`src/rtl/dmem_store_buffer.sv`:
```
// Data-side store buffer: posts stores into an in-order FIFO drained in the background,
// and serialises loads behind the drain. Optional store-to-load forwarding under DMEM_FWD_EN.
module dmem_store_buffer #(
  parameter int DEPTH = 4,
  parameter int AW    = 32,
  parameter int DW    = 32
) (
  input  logic          clk,
  input  logic          rst,
  input  logic          mem_write_i,
  input  logic          mem_read_i,
  input  logic [AW-1:0] addr_i,
  input  logic [DW-1:0] wdata_i,
  input  logic [3:0]    be_i,
  output logic [DW-1:0] rdata_o,
  output logic          stall_o,
  output logic          bus_req_o,
  output logic          bus_we_o,
  output logic [AW-1:0] bus_addr_o,
  output logic [DW-1:0] bus_wdata_o,
  output logic [3:0]    bus_be_o,
  input  logic          bus_gnt_i,
  input  logic          bus_rvalid_i,
  input  logic [DW-1:0] bus_rdata_i
);
  localparam int PW = $clog2(DEPTH);

  typedef enum logic [1:0] {IDLE, RD_REQ, RD_WAIT, RD_DONE} state_t;
  state_t state, state_nxt;

  logic [AW-1:0] q_addr [DEPTH];
  logic [DW-1:0] q_data [DEPTH];
  logic [3:0]    q_be   [DEPTH];
  logic [PW-1:0] wr_ptr, rd_ptr;
  logic [PW:0]   count;
  logic [DW-1:0] rdata_q;
  logic          full, empty, push, pop;
  logic          fwd_hit;
  logic [DW-1:0] fwd_data;

  assign full  = (count == (PW+1)'(DEPTH));
  assign empty = (count == '0);
  assign push  = mem_write_i & ~full;
  assign pop   = (state == IDLE) & ~empty & bus_gnt_i;

`ifdef DMEM_FWD_EN
  logic          fwd_match;
  logic [3:0]    fwd_be;
  logic [PW-1:0] idx;

  // Scan oldest to youngest so the last match left standing is the youngest store.
  always_comb begin
    fwd_match = 1'b0;
    fwd_be    = '0;
    fwd_data  = '0;
    idx       = rd_ptr;
    for (int i = 0; i < DEPTH; i++) begin
      idx = rd_ptr + PW'(i);
      if ((i < int'(count)) && (q_addr[idx][AW-1:2] == addr_i[AW-1:2])) begin
        fwd_match = 1'b1;
        fwd_be    = q_be[idx];
        fwd_data  = q_data[idx];
      end
    end
    fwd_hit = (state == IDLE) & mem_read_i & fwd_match & ((fwd_be & be_i) == be_i);
  end
`else
  logic unused_be;
  assign unused_be = ^be_i;
  assign fwd_hit   = 1'b0;
  assign fwd_data  = '0;
`endif

  always_ff @(posedge clk) begin
    if (push) begin
      q_addr[wr_ptr] <= addr_i;
      q_data[wr_ptr] <= wdata_i;
      q_be[wr_ptr]   <= be_i;
    end
  end

  always_ff @(posedge clk) begin
    if (rst) begin
      wr_ptr  <= '0;
      rd_ptr  <= '0;
      count   <= '0;
      rdata_q <= '0;
    end else begin
      if (push) wr_ptr <= wr_ptr + PW'(1);
      if (pop)  rd_ptr <= rd_ptr + PW'(1);
      count <= count + (PW+1)'(push) - (PW+1)'(pop);
      // Forwarded data is latched too so rdata_o holds it after the load retires.
      if (state == RD_WAIT && bus_rvalid_i) rdata_q <= bus_rdata_i;
      else if (fwd_hit)                     rdata_q <= fwd_data;
    end
  end

  always_ff @(posedge clk) begin
    if (rst) state <= IDLE;
    else     state <= state_nxt;
  end

  always_comb begin
    state_nxt = state;
    case (state)
      IDLE:    if (mem_read_i && !fwd_hit && empty) state_nxt = RD_REQ;
      RD_REQ:  if (bus_gnt_i)    state_nxt = RD_WAIT;
      RD_WAIT: if (bus_rvalid_i) state_nxt = RD_DONE;
      RD_DONE: state_nxt = IDLE;
      default: state_nxt = IDLE;
    endcase
  end

  always_comb begin
    bus_req_o   = 1'b0;
    bus_we_o    = 1'b0;
    bus_addr_o  = q_addr[rd_ptr];
    bus_wdata_o = q_data[rd_ptr];
    bus_be_o    = q_be[rd_ptr];
    stall_o     = full;
    case (state)
      IDLE: begin
        bus_req_o = ~empty;
        bus_we_o  = ~empty;
        if (mem_read_i && !fwd_hit) stall_o = 1'b1;
      end
      RD_REQ: begin
        bus_req_o   = 1'b1;
        bus_addr_o  = {addr_i[AW-1:2], 2'b00};
        bus_wdata_o = '0;
        bus_be_o    = 4'hF;
        stall_o     = 1'b1;
      end
      RD_WAIT: stall_o = 1'b1;
      default: ;
    endcase
  end

  assign rdata_o = fwd_hit ? fwd_data : rdata_q;

endmodule

```
`config.mk`:
```
export PLATFORM = sky130hd
export DESIGN_NAME = dmem_store_buffer
export DESIGN_NICKNAME = d
export VERILOG_FILES = /design/src/rtl/dmem_store_buffer.sv
export SDC_FILE = /design/constraint.sdc
export NUM_CORES = 1
export LEC_CHECK = 0
export CAP_MARGIN = 20
export CORE_UTILIZATION = 57
export CTS_CLUSTER_DIAMETER = 150
export DETAILED_ROUTE_END_ITERATION = 8
export PLACE_DENSITY = 0.9
export SLEW_MARGIN = 20
export SYNTH_ARGS = -nofsm -noshare
export SYNTH_HDL_FRONTEND = slang
export SYNTH_SLANG_ARGS = --single-unit
```
`constraint.sdc`:
```
create_clock -name clk -period 6.4 [get_ports clk]
set_input_delay 1.6 -clock clk [delete_from_list [all_inputs] [get_ports clk]]
set_output_delay 1.6 -clock clk [all_outputs]
set_load 0.005 [all_outputs]
```
### Word level (Yosys, flattened, before mapping)

Memories as Yosys holds them, arrays and structs flattened. A register that Yosys moved wholly into a read port is not among the register bits.
Index checks and enable logic that the tools add are counted.

| storage, ports and cells | value |
|---|---|
| register bits after elaboration | 41 |
| memory bits (writable) | 272 |
| memories | 3 |

Memory list:

| memory | depth | width | rd ports | clocked after Yosys merged registers in | wr ports | RTL line | RTL |
|---|---|---|---|---|---|---|---|
| q_addr | 4 | 32 | 1 | 1 | 1 | 31 | `logic [AW-1:0] q_addr [DEPTH];` |
| q_data | 4 | 32 | 1 | 1 | 1 | 32 | `logic [DW-1:0] q_data [DEPTH];` |
| q_be | 4 | 4 | 1 | 1 | 1 | 33 | `logic [3:0] q_be [DEPTH];` |

| operators by class | value |
|---|---|
| add/subtract/negate cells | 4 |
| eq/ne operators | 7 |
| multiplexer cells | 19 |
| bitwise operators | 5 |
| reductions and logical operators | 6 |

Operators by type and width:

| operator | count |
|---|---|
| two-way mux 32 bit | 2 |
| two-way mux 2 bit | 9 |
| one-hot mux 2 bit (4 select lines) | 1 |
| adder 2 x 1 -> 2 bit (second input constant) | 2 |
| equality test 2 bit (second input constant) | 2 |
| two-way mux 1 bit | 4 |
| two-way mux 4 bit | 1 |
| != test 2 bit (second input constant) | 2 |
| one-hot mux 1 bit (2 select lines) | 2 |
| adder 3 x 1 -> 3 bit | 1 |
| bitwise AND 1 bit | 3 |
| equality test 3 bit (second input constant) | 1 |
| logical NOT 3 bit | 1 |
| AND reduction 3 bit | 1 |
| subtractor 3 x 1 -> 3 bit | 1 |
| equality test 2 x 1 -> 1 bit (second input constant) | 1 |
| logical AND 1 bit | 2 |
| logical NOT 2 bit | 1 |
| != test 2 x 1 -> 1 bit (second input constant) | 1 |
| NOT 1 bit | 2 |
| OR reduction 2 bit | 1 |

### Longest topological paths before layout

Gate-level depths: netlist of the first run.

| logic depth | value |
|---|---|
| depth in word-level cells | 6 |
| mapped depth | 12 |
| depth with buffers taken out | 12 |

### Least setup slack after synthesis of the first run

Ideal clock, no wire load.

| path | value |
|---|---|
| kind | input port to flip-flop |
| start point | in mem_write_i |
| end point | mem q_addr[1][0] (enable) |
| setup time | 434 ps |
| data arrival time | 3,501 ps |
| path slack | 2,465 ps |
| cell stages on the path | 2 |
| path buffers | 1 |
| path through | buf_1 -> and3_1 |

| on the way | value |
|---|---|
| word-level cells in the longest chain between the ends | 3 |

Ends and longest elaborated chain:

| element | RTL line | RTL |
|---|---|---|
| start, declared | 10 | `input logic mem_write_i,` |
| bitwise AND 1 bit | 43 | `assign push = mem_write_i & ~full;` |
| two-way mux 1 bit | 75 | `if (push) begin` |
| two-way mux 1 bit (not written as such) | 76 | `q_addr[wr_ptr] <= addr_i;` |
| end, declared | 31 |  |

No other way between the ends.

==> impl_metrics.ini, run 1 <==
[clocking]
ctsHoldBuffers = 0
cts_setup_buffers = 0
cts-root-buf = clkbuf_16
clock_latency_ns = 0.55
h-tree-depth = 1
cts_tree = yes
clockBufferDepth = 3
clk_pin_slew_ns = 0.07
ctsResizeCount = 0
numCtsBuffers = 30
cts.sinks = 315

[logic_synthesis]
synth_flop_cell = edfxtp_1
ys_seq_elements = 315
ys_seq_area_share_pct = 74.02
synth_area_per_cell_um2 = 18.88
synthDistinctLibCells = 35
synth_nets = 763
synth_edf_count = 272
yosys.area.top_type_share_pct = 66.96
yosysTopAreaCell = edfxtp_1
yosys_warnings = 0
synth_commonest_cells = edfxtp_1 (272), mux4_2 (68), nand2_1 (66), dfxtp_1 (43), nor2b_1 (37)
yosysMostFrequentCell = edfxtp_1
synth_area_mm2 = 0.01220
ys_top_cells_by_area = edfxtp_1 (67%), mux4_2 (13%), dfxtp_1 (7.1%), mux2_2 (2.8%), nand2_1 (2.0%)
syn_inst = 646
async_reset_ff_share_pct = 0

[sta]
maxSlewHeadroom_pct = 26.78
fin_skew_ns = 0.01619
rsz0062_at_grt = no
period_needed_ns = 4.817
fmax_ghz = 0.2076
finalHoldViolCount = 0
tns_ns = 0
slew_viol_final = 0
worst_pin_slew_ns = 1.098
post-route-period-util_pct = 75.27
setup_viol = 0

[detailed_routing]
firstDrtPassIters = 5
drtIter0Drc = 321
routed_wirelength_um = 25360
viasPerCell = 5.723
routedWlPerCell_um = 22.04
drc = 0
ant_nets = 0
vias = 6587

[worst_hold_path]
worstHoldStart = rdata_o[4]$_SDFFE_PP0P_
min_path_cells = 2
min_path_type = reg -> reg

[power_and_ir_drop]
powerDensity_mw_per_mm2 = 396.3
ir_worst_vdd_mv = 0.3031
p_leak_nw = 4.976

[global_route]
overflow = 0
antenna_found_initial = 0
grt_pass1_wl_um = 38260
grt_usage_pct = 23.03
grt_max_degree = 71
first_global_vias = 7124

[placed_design]
dp_hpwl_um = 14690
io_buffers = 208
post-place-cells = 1095
gp_congestion = 0.7301

[critical_path]
critPathRequiredTime_ns = 4.80
cp.arrival_ns = 3.22
r2r_cells = 12
r2r_start = state[0]$_SDFFE_PP0P_
critPathMaxFanout = 37
cp-start-kind = flop
setup.worst_path.end_class = output port
worstSetupPathType = reg -> out

[final_layout]
area_growth_pct = 26.74
drive_gt1_share_pct = 17.94
finalNonFillerCells = 1151
nets = 969

[flow_run]
drv_cap = 0

[die]
dieWidth_um = 148.3
initial_core_util_pct = 58.03
die_area_mm2 = 0.02199
die_h_um = 148.3
core_mm2 = 0.02102
num_rows = 53
ioPinCount = 209

[outcome]
status = completed
==> metrics by stage <==
| stage | power (mW) | worst slack (ns) | utilization (%) | hold WS [ns] | cell area (µm²) |
|---|---|---|---|---|---|
| 6_report | 6.126 | 1.583 | 73.54 | 0.4535 | 15460 |
| 5_1_grt | 6.372 | 1.379 | 73.53 | 0.4750 | 15460 |
| 4_1_cts | 6.188 | 1.461 | 73.53 | 0.4544 | 15460 |
| 3_5_place_dp | 4.457 | 1.772 | 68.94 | 0.4474 | 14490 |
| 3_3_place_gp | 4.401 | 1.765 | 68.94 | 0.4404 | 14490 |
| 2_1_floorplan | 3.600 | 2.465 | - | 0.4527 | 12200 |
==> worst max-delay path, cell delays in order, from the launching register on <==
cell and delay, ns:
dfxtp_4 0.85, buf_4 0.50, mux4_2 0.55, mux2_2 0.29, clkdlybuf4s50_1 0.47
==> state kept, by name, summed over array words and instances (netlist names), named ones only <==
register  cells
q_be         16
q_data      128
count         3
state         2
q_addr      128
rd_ptr        2
wr_ptr        2
rdata_o      32
==> kinds of logic (layout without fill, tap and decap cells) <==
kind of cell	Yosys count	in the layout	synth area share, %
flip-flops	315	315	74.02
AND/OR/NAND/NOR	126	126	5.016
multiplexers	100	100	15.49
buffers and inverters	48	277	1.970
AO/OA/AOI/OAI	44	44	2.175
adder cells (fa/ha/maj)	11	11	1.190
XOR/XNOR	2	2	0.1436
other	0	1	0
==> cell type report <==
| class | instances | area (µm²) |
|---|---|---|
| sequential | 315 | 9036 |
| fill | 1200 | 5562 |
| multi-input combinational | 283 | 2963 |
| timing repair buffer | 212 | 2112 |
| clock buffer | 33 | 762.0 |
| tap | 275 | 344.1 |
| clock inverter | 22 | 202.7 |
| inverter | 10 | 37.54 |
| antenna | 1 | 2.502 |
==> power by group <==
| group | internal [mW] | switching (mW) |
|---|---|---|
| sequential | 2.46 | 0.159 |
| combinational | 1.10 | 0.688 |
| clock | 0.981 | 0.733 |
==> layout by cell type (no fill, tap or decap), types with 6 or more instances in the layout <==
cell type        netlist  final
inv_1                 10     10
nor2b_1               37     37
dfxtp_1               43     41
mux4_2                68     68
clkinv_2               0      6
mux2_2                30     30
edfxtp_1             272    272
a21oi_1               35     35
nand2_1               66     66
clkbuf_16              0     30
clkdlybuf4s50_1        0    208
ha_1                  10      9
clkinv_1               0      7
==> worst paths after layout <==
path | endpoint | slack [ns]
worst min register to register | rdata_o[4]$_SDFFE_PP0P_ | 0.45
worst min-delay path | rdata_o[4]$_SDFFE_PP0P_ | 0.45
worst max register to register | count[2]$_SDFF_PP0_ | 3.88
worst max-delay path | bus_addr_o[4] | 1.58
==> per-layer routing <==
metal  up-vias  GRT usage [%]  share of wire, %
li1       2920              -                 -
met1      3339          29.24                39
met2       285          40.02                51
met3        43          4.693               7.0
met4         0          7.165               2.2
met5         -              0                 0
Note: power is estimated with default switching activity, not from simulation.
==> inputs of run 2 (changes only) <==
Settings changed: CORE_UTILIZATION 57 to 48, PLACE_DENSITY 0.9 to 0.81.
Clock period 6.4 ns to 4.3 ns, I/O delays scaled along.
==> impl_metrics.ini, run 2 (same netlist as run 1, synthesis figures left out) <==
[die]
dieWidth_um = 161.4
die_area_mm2 = 0.02605
ioPinCount = 209
initial_core_util_pct = 49.58
core_mm2 = 0.02460
num_rows = 57
die_h_um = 161.4

[worst_hold_path]
worstHoldStart = rdata_o[15]$_SDFFE_PP0P_
min_to = rdata_o[15]$_SDFFE_PP0P_
min_path_cells = 2
min_path_type = reg -> reg

[critical_path]
reg2reg_slack_ns = 1.68
r2r-end = count[2]$_SDFF_PP0_
r2r_cells = 12
cp.arrival_ns = 2.68
critPathMaxFanout = 24
worstSetupPathType = reg -> out
cp-start-kind = flop
critPathRequiredTime_ns = 3.22
r2r_start = state[0]$_SDFFE_PP0P_
setup.worst_path.end_class = output port

[outcome]
status = completed

[detailed_routing]
vias = 6503
firstDrtPassIters = 4
routedWlPerCell_um = 19.76
viasPerCell = 5.366
drc = 0
ant_nets = 0
drtIter0Drc = 345
routed_wirelength_um = 23950

[final_layout]
area_growth_pct = 28.27
final_common_cell = edfxtp_1
postLayoutCellArea_mm2 = 0.01565
drive_gt1_share_pct = 18.71
fillers = 1701
mostFrequentLayoutCells = edfxtp_1 (272), clkdlybuf4s50_1 (208), mux4_2 (68), nand2_1 (65), dfxtp_1 (41)
nets = 979

[clocking]
ctsResizeCount = 0
clockBufferDepth = 3
cts_tree = yes
cts_setup_buffers = 0
cts.sinks = 315
numCtsBuffers = 31
clock_latency_ns = 0.56
cts-root-buf = clkbuf_16
h-tree-depth = 1
ctsHoldBuffers = 0
clk_pin_slew_ns = 0.06

[flow_run]
drv_cap = 0

[power_and_ir_drop]
power_mw = 9.110
ir_worst_vdd_mv = 0.4214
powerDensity_mw_per_mm2 = 582.3
p_leak_nw = 5.050

[placed_design]
io_buffers = 208
placed_area_mm2 = 0.01468
dp_hpwl_um = 14610
gp_congestion = 0.7335

[global_route]
first_global_vias = 7013
overflow = 0
grt_pass1_wl_um = 37740
antenna_found_initial = 1
grt_usage_pct = 18.81
grt_max_degree = 54

[sta]
finalHoldViolCount = 0
worst_pin_slew_ns = 0.8043
maxSlewHeadroom_pct = 46.38
period_needed_ns = 3.751
setup_viol = 0
rsz0062_at_grt = no
post-route-period-util_pct = 87.22
fin_skew_ns = 0.01946
tns_ns = 0
fmax_ghz = 0.2666
slew_viol_final = 0
[run 2: changes by cell type in the layout (fill, tap and decap cells not counted), sizes merged]
| cell | delta |
|---|---|
| bufinv | -1 |
| clkbuf | +11 |
| clkinvlp | -3 |
| buf | +9 |
| clkinv | -4 |
[run 2: worst max path at each step]
stage                 from                endpoint  slack (ns)  depth (start not counted)
2_1_floorplan  mem_write_i  q_addr[1][0]$_DFFE_PP_        0.89                          2
3_3_place_gp    mem_read_i                 stall_o        0.65                          5
3_5_place_dp    mem_read_i                 stall_o        0.66                          5
4_1_cts               flop          bus_addr_o[11]        0.48                          4
5_1_grt               flop          bus_addr_o[16]        0.41                          4
6_report              flop          bus_addr_o[11]        0.55                          4
[run 2: worst max-delay path, stage by stage (launching register included)]
cell,delay (ns)
dfxtp_4,0.36
buf_4,0.44
mux4_2,0.57
mux2_2,0.28
clkdlybuf4s50_1,0.46
[run 2: metal layers]
| metal | vias up | GRT usage [%] | wire, µm | part of all wire [%] |
|---|---|---|---|---|
| li1 | 2945 | - | - | - |
| met1 | 3285 | 24.36 | 9963 | 42 |
| met2 | 234 | 31.62 | 11770 | 49 |
| met3 | 39 | 4.648 | 1702 | 7.1 |
| met4 | 0 | 5.360 | 510 | 2.1 |
| met5 | - | 0 | 0 | 0 |
[run 2: layout make-up]
| class | instances | area (µm²) | share of cell area (%) |
|---|---|---|---|
| sequential | 315 | 9036 | 57.75 |
| multi-input combinational | 283 | 2964 | 18.94 |
| timing repair buffer | 221 | 2242 | 14.33 |
| clock buffer | 44 | 833.3 | 5.326 |
| tap | 324 | 405.4 | 2.591 |
| clock inverter | 14 | 125.1 | 0.7997 |
| inverter | 10 | 37.54 | 0.2399 |
| antenna | 1 | 2.502 | 0.01599 |
[run 2: power by group]
part           leakage, nW  internal, mW  switching (mW)  total (mW)
combinational         1.73          1.68            1.12        2.80
sequential            2.84          3.66           0.105        3.77
clock                0.477          1.47            1.08        2.54
total                 5.05          6.81            2.30        9.11
[run 2: stage by stage]
step	utilization (%)	worst slack [ns]	hold slack, ns	instances
final	63.59	0.5494	0.4531	1212
after floorplan	-	0.8900	0.4527	646
after CTS	63.57	0.4818	0.4538	1211
after detailed placement	59.67	0.6566	0.4462	1153
after global placement	59.67	0.6527	0.4409	1153
after global routing	63.58	0.4081	0.4690	1211
